[src/rtl/cpu_pkg.sv]
// Shared fetch-path types and constants.
// Widths match the program ROM bus.
package cpu_pkg;

  localparam int ADDR_W    = 16;
  localparam int ROM_WIDTH = 21;

  localparam logic [ADDR_W-1:0] RESET_PC = '0;

  typedef struct packed {
    logic [ADDR_W-1:0]    pc;
    logic [ROM_WIDTH-1:0] word;
  } fetch_entry_t;

endpackage

[src/rtl/fetch_fifo.sv]
// Small synchronous prefetch FIFO.
// Head reads zero when empty; flush beats push.
module fetch_fifo
  import cpu_pkg::*;
#(
  parameter type T     = fetch_entry_t,
  parameter int  DEPTH = 2,
  localparam int PW    = $clog2(DEPTH)
) (
  input  logic        clk,
  input  logic        rst,
  input  logic        push,
  input  logic        pop,
  input  logic        flush,
  input  T            din,
  output T            head,
  output logic [PW:0] count,
  output logic        full
);

  localparam logic [PW:0]   CNT_ONE = (PW+1)'(1);
  localparam logic [PW-1:0] PTR_ONE = PW'(1);
  localparam logic [PW:0]   CNT_MAX = (PW+1)'(DEPTH);

  T              mem [DEPTH];
  logic [PW-1:0] wr_ptr;
  logic [PW-1:0] rd_ptr;
  logic          empty;
  logic          do_push;
  logic          do_pop;

  assign empty   = (count == '0);
  assign full    = (count == CNT_MAX);
  assign do_pop  = pop && !empty;
  assign do_push = push && !flush && (!full || do_pop);
  assign head    = empty ? '0 : mem[rd_ptr];

  always_ff @(posedge clk or posedge rst) begin
    if (rst) begin
      wr_ptr <= '0;
      rd_ptr <= '0;
      count  <= '0;
    end else if (flush) begin
      wr_ptr <= '0;
      rd_ptr <= '0;
      count  <= '0;
    end else begin
      if (do_push) wr_ptr <= wr_ptr + PTR_ONE;
      if (do_pop)  rd_ptr <= rd_ptr + PTR_ONE;
      unique case ({do_push, do_pop})
        2'b10:   count <= count + CNT_ONE;
        2'b01:   count <= count - CNT_ONE;
        default: count <= count;
      endcase
    end
  end

  // Payload needs no reset; head is masked while empty.
  always_ff @(posedge clk) begin
    if (do_push) mem[wr_ptr] <= din;
  end

endmodule

[src/rtl/instr_fetch.sv]
// Instruction fetch: PC register, redirect/halt control
// and the prefetch FIFO feeding decode.
module instr_fetch #(
  parameter int ADDR_W    = cpu_pkg::ADDR_W,
  parameter int ROM_WIDTH = cpu_pkg::ROM_WIDTH,
  parameter int DEPTH     = 2,
  parameter logic [ADDR_W-1:0] RESET_PC =
    ADDR_W'(cpu_pkg::RESET_PC)
) (
  input  logic                       CLK,
  input  logic                       RST,
  output logic [ADDR_W-1:0]          ADDR,
  input  logic [ROM_WIDTH-1:0]       data,
  output logic [ROM_WIDTH-1:0]       instr,
  output logic [ADDR_W-1:0]          instr_pc,
  output logic                       instr_valid,
  input  logic                       instr_ready,
  input  logic                       jmp_en,
  input  logic [ADDR_W-1:0]          jmp_addr,
  input  logic                       halt,
  output logic [$clog2(DEPTH):0]     fifo_count
);

  typedef struct packed {
    logic [ADDR_W-1:0]    pc;
    logic [ROM_WIDTH-1:0] word;
  } entry_t;

  localparam logic [ADDR_W-1:0] PC_ONE = ADDR_W'(1);

  logic [ADDR_W-1:0] pc;
  logic              full;
  logic              pop;
  logic              push;
  entry_t            din;
  entry_t            head;

  assign pop  = instr_valid && instr_ready;
  assign push = !jmp_en && !halt && (!full || pop);

  assign din.pc   = pc;
  assign din.word = data;

  always_ff @(posedge CLK or posedge RST) begin
    if (RST)         pc <= RESET_PC;
    else if (jmp_en) pc <= jmp_addr;
    else if (push)   pc <= pc + PC_ONE;
  end

  fetch_fifo #(
    .T     (entry_t),
    .DEPTH (DEPTH)
  ) u_fifo (
    .clk   (CLK),
    .rst   (RST),
    .push  (push),
    .pop   (pop),
    .flush (jmp_en),
    .din   (din),
    .head  (head),
    .count (fifo_count),
    .full  (full)
  );

  assign ADDR        = pc;
  assign instr       = head.word;
  assign instr_pc    = head.pc;
  assign instr_valid = (fifo_count != '0);

endmodule

[config.mk]
export PLATFORM = sky130hd
export DESIGN_NAME = instr_fetch
export DESIGN_NICKNAME = d
export VERILOG_FILES = /design/src/rtl/cpu_pkg.sv /design/src/rtl/fetch_fifo.sv /design/src/rtl/instr_fetch.sv
export SDC_FILE = /design/constraint.sdc
export NUM_CORES = 1
export LEC_CHECK = 0
export ABC_AREA = 1
export CORE_ASPECT_RATIO = 1.5
export CORE_MARGIN = 2
export CORE_UTILIZATION = 50
export DETAILED_ROUTE_END_ITERATION = 7
export PLACE_DENSITY_LB_ADDON = 0.3
export SLEW_MARGIN = 20
export SYNTH_ARGS = -nofsm -noshare
export SYNTH_HDL_FRONTEND = slang
export SYNTH_SLANG_ARGS = --single-unit
export TNS_END_PERCENT = 30
[constraint.sdc]
create_clock -name CLK -period 3.54 [get_ports CLK]
set_clock_uncertainty 0.15 [all_clocks]
set_input_delay 0.708 -clock CLK [delete_from_list [all_inputs] [get_ports CLK]]
set_output_delay 0.708 -clock CLK [all_outputs]
set_load 0.02 [all_outputs]
**Word-level counts from Yosys, hierarchy flattened**

Memories as Yosys holds them, arrays and structs flattened.
Cells that the tools add are included.

- Output and inout bits: 56
- Register bits after elaboration: 20
- Bits in writable memories: 74
- Bits of input ports: 42
- Logic and storage cells: 42
- Memories: 1

Memory list:

| name | words | bits a word | read ports | clocked after memory_dff | wr ports | RTL line | source |
|---|---|---|---|---|---|---|---|
| u_fifo.mem | 2 | 37 | 1 | 0 | 1 | fetch_fifo.sv:25 | `T mem [DEPTH];` |

- Equality and inequality tests: 3
- Add/sub/neg operators: 5
- Multiplexer cells: 11
- Reductions and logical operators: 18

Operators with widths:

| kind | number |
|---|---|
| 37-bit 2-to-1 mux | 1 |
| 16-bit 2-to-1 mux | 2 |
| 16-bit by 1-bit adder with 16-bit output, second input constant | 1 |
| 2-bit nonzero test | 4 |
| 1-bit logical AND | 6 |
| 1-bit 2-to-1 mux | 6 |
| 2-bit == test, second input constant | 2 |
| 1-bit logical NOT | 4 |
| 2-bit case mux with 2 select lines | 1 |
| 3-bit nonzero test | 1 |
| 1-bit adder, second input constant | 2 |
| 2-bit by 1-bit adder with 2-bit output, second input constant | 1 |
| 2-bit by 1-bit == test with 1-bit output, second input constant | 1 |
| 2-bit logical NOT | 1 |
| 1-bit logical OR | 2 |
| 2-bit 2-to-1 mux | 1 |
| 2-bit by 1-bit subtractor with 2-bit output, second input constant | 1 |

**Logic depth before layout (Yosys ltp)**

- Word-level depth: 9
- Gate-level depth with buffers: 8
- Mapped depth without buffers: 8

**Cells and area by module**

Synthesis repeated with hierarchy kept, for this count alone.

- Cell total of the unflattened synthesis: 426
- Area, all modules: 4219.0 um2

Modules (own cells, without submodules):

| module | area an instance (um2) | cells each | times used | sequential area each (um2) |
|---|---|---|---|---|
| fetch_fifo | 3010.4 | 236 | 1 | 2322.2 |
| instr_fetch | 1208.7 | 190 | 1 | 400.4 |

**Worst setup path after synthesis**

Ideal clock, no wire load.

- Kind: input to register
- Start point: in jmp_en
- End point: mem u_fifo.mem[1][0] (netlist name) (enable)
- Required time: 2.959 ns
- Path slack: 0.357 ns
- Buffers on the path: 0
- Library setup time: 0.431 ns
- Arrival time: 2.602 ns
- Stages: 3
- Path through: inv_1 -> nand3_4 -> nor2_1

- Longest elaborated chain between the ends: 7

Ends and longest elaborated chain:

| element | RTL line | source |
|---|---|---|
| from (decl) | instr_fetch.sv:18 | `input logic jmp_en,` |
| 1-bit logical NOT (*) | fetch_fifo.sv:35, instr_fetch.sv:39 |  |
| 1-bit logical AND (2 in a row) | instr_fetch.sv:39 | `assign push = !jmp_en && !halt && (!full \|\| pop);` |
| 1-bit logical AND (*) (2 in a row) | fetch_fifo.sv:35 | `assign do_push = push && !flush && (!full \|\| do_pop);` |
| 1-bit 2-to-1 mux (*) | fetch_fifo.sv:60 | `if (do_push) mem[wr_ptr] <= din;` |
| 1-bit 2-to-1 mux (not written as such) (*) | fetch_fifo.sv:60 |  |
| to (decl) | fetch_fifo.sv:25 |  |

Every way passes the cells marked *; elsewhere a longest branch is shown, timed or not.

**Final worst setup path**

- Start point: reg u_fifo.rd_ptr
- End point: out instr_pc[7]

- Longest elaborated chain between the ends: 2

Ends and longest elaborated chain:

| element | RTL line | source |
|---|---|---|
| from (decl) | fetch_fifo.sv:27 | `logic [PW-1:0] rd_ptr;` |
| from (signal assigned) | fetch_fifo.sv:49 | `if (do_pop) rd_ptr <= rd_ptr + PTR_ONE;` |
| memory 2 x 37 bit | n/a |  |
| 37-bit 2-to-1 mux | fetch_fifo.sv:36 | `assign head = empty ? '0 : mem[rd_ptr];` |
| to (decl) | instr_fetch.sv:15 | `output logic [ADDR_W-1:0] instr_pc,` |

Every way passes these cells.

==> flow_summary.toml <==
[clock_network]
insertion_delay_ns = 0.33
cts_tree = "yes"
clockRootBuffer = "clkbuf_16"
htree_levels = 3
numCtsBuffers = 9
cts.sinks = 94
clk_path_buf_depth = 2
hold_buffers = 0
postCtsSetupBuffers = 0
clk_pin_slew_ns = 0.06
ctsResizeCount = 0

[setup_path]
startpoint_type = "flip-flop"
worst-setup-path-type = "flip-flop to primary output"
rr_worst_depth = 7
critPathMaxFanout = 37
crit_buf_inv = 2
slowest_stage = "clkdlybuf4s50_1"
cp-startpoint = "u_fifo.rd_ptr"
r2r-start = "u_fifo.count[0]"
cp.depth = 4
r2r_slack_ns = 1.56
cp_top_family = "buffers and inverters"
critPathRequiredTime_ns = 2.68
cp-endpoint = "instr_pc[7]"
critPathCaptureType = "primary output"
worstPathArrival_ns = 2.19
r2r-end = "u_fifo.mem[0][15]"
cpPeakStageDelay_ns = 0.65
cp_cell_sequence = "inv_2 > nand2_1 > a21oi_1 > clkdlybuf4s50_1"

[final_layout]
areaGrowthSynthToFinish_pct = 32.48
final_util_pct = 68.79
regArea_um2 = 2723
multi_input_area_um2 = 1272
final_cell_mix = "nand2_1 (157), clkdlybuf4s50_1 (97), edfxtp_1 (74)"
nets = 553
layout_commonest_cell = "nand2_1"
antenna_cells = 0
layout.filler_cells = 608
drive_above_1_share_pct = 8.544

[floorplanning]
dieArea_um2 = 9131
design.core.area_um2 = 8058
die-width_um = 78.69
initial_core_util_pct = 51.93
placement_rows = 40
io_pins = 98
die_y_um = 116.0

[hold_path]
hold_class = "flip-flop to flip-flop"

[sta]
tightest_slew_ns = 0.8209
grt_setup_unrepaired = "false"
finalSetupViolCount = 0
finalMaxSlewViolations = 0
clock.fmax_mhz = 328.6
period_share_pct = 85.98
setup_tns_ns = 0
relSlewSlack_pct = 45.21
hold_violations = 0
min_period_ns = 3.044

[logic_synthesis]
syn-instance-count = 411
syn_area_um2 = 4184
ys_warn_count = 0
ys_ff_latch = 94
synth_fp_nets = 454
yosysSeqAreaShare_pct = 65.07
synth_area_per_cell_um2 = 10.18
yosysUniqueCellTypes = 31

[route]
ant_nets = 0
via_per_inst = 5.073
routed_wl_um = 8687
first_iter_violations = 191
via_count = 3145
drc = 0
drtPass1Iterations = 4
wl_per_cell_um = 14.01

[pwr]
power_frac_seq_pct = 40.5
p_int_mw = 2.353
powerDensity_nw_per_um2 = 630.4
switching_share_pct = 32.66
p_switching_mw = 1.141
p_clk_share_pct = 25.6
vdd_drop_max_uv = 330.0
power.leakage_nw = 2.176
pwr-share-comb_pct = 33.8

[grt]
grtUsageTotal_pct = 20.01
overflow = 0
antenna_found_initial = 0
grt_pass1_wl_um = 14020
grt_max_degree = 40
grt_pass1_vias = 3002

[status]
status = "finished clean"

[placed_design]
port_buffers = 97
gp_congestion = 0.8727
hpwl_um = 5823

[flow_run]
max-cap-violations = 0
## per-stage QoR
step	cells	hold slack [ns]	total power [mW]	area [µm²]	setup WS [ns]
floorplan	411	0.2919	2.085	4184	0.3568
global placement	604	0.3114	2.598	5260	0.8385
detailed placement	604	0.3263	2.621	5260	0.8097
CTS	620	0.3450	3.514	5543	0.5188
global route	620	0.3965	3.666	5543	0.3675
finish	620	0.3459	3.494	5543	0.4964
## area by class of cell
type,instances,share of cell area [%]
flip-flops and latches,94,49.12
multi-input cells,274,22.96
repair buffers,103,18.33
clock buffers,11,4.199
well taps,105,2.370
inverters,28,2.122
clock inverters,5,0.9029
## power by group through the flow
stage	clock network, mW	logic, mW	registers, mW
after global routing	0.953	1.28	1.43
after floorplan	0	0.631	1.45
after global placement	0	1.16	1.43
after CTS	0.909	1.19	1.42
after detailed placement	0	1.19	1.44
final	0.895	1.18	1.42
## worst min path at each step
stage / startpoint / slack (ns) / depth (start not counted) / endpoint
4_1_cts: u_fifo.wr_ptr / 0.35 / 2 / u_fifo.wr_ptr
3_5_place_dp: u_fifo.wr_ptr / 0.33 / 2 / u_fifo.wr_ptr
6_report: u_fifo.wr_ptr / 0.35 / 2 / u_fifo.wr_ptr
2_1_floorplan: u_fifo.wr_ptr / 0.29 / 2 / u_fifo.wr_ptr
5_1_grt: u_fifo.wr_ptr / 0.40 / 2 / u_fifo.wr_ptr
3_3_place_gp: u_fifo.wr_ptr / 0.31 / 2 / u_fifo.wr_ptr
## flip-flops by register name, summed over array words and instances (netlist names)
| register | count |
|---|---|
| u_fifo.wr_ptr | 1 |
| u_fifo.mem | 74 |
| u_fifo.rd_ptr | 1 |
| ADDR | 16 |
| u_fifo.count | 2 |
## routing by layer
metal | global-route usage (%) | up-vias | part of all wire [%]
met2 | 34.59 | 100 | 53
met5 | 0 | - | 0
met1 | 24.39 | 1459 | 40
li1 | - | 1573 | -
met4 | 8.889 | 0 | 2.2
met3 | 3.816 | 13 | 4.5
## Yosys cell counts, drive strengths merged
master,number,area [µm²]
dfrtp,20,500.5
edfxtp,74,2222
clkbuf,5,18.77
xor2,2,17.52
ha,1,12.51
a21oi,38,190.2
xnor2,1,8.760
o21ai,3,18.76
nand3,32,177.7
nand4,7,43.79
buf,10,67.56
inv,27,101.3
or2,2,12.51
o22ai,1,6.260
clkinv,1,16.27
nand2,162,620.6
nor3,1,5.000
o21bai,1,7.510
nor2,22,128.9
nand3b,1,7.510
## cells by family (layout without fill, tap and decap cells)
logic type,Yosys count,after routing,share of synthesized area (%)
adder cells (fa/ha/maj),1,1,0.2990
flip-flops,94,94,65.07
XOR/XNOR,3,3,0.6281
AND/OR/NAND/NOR,227,227,23.80
buffers and inverters,43,147,4.874
AO/OA/AOI/OAI,43,43,5.323
## worst register-to-register path, delay by kind of cell (launching register included)
kind,cells,cell delay [ns]
buf+inv,4,0.67
flops,1,0.47
simple gates,3,0.32
No activity file was read; power rests on OpenSTA's default activity.
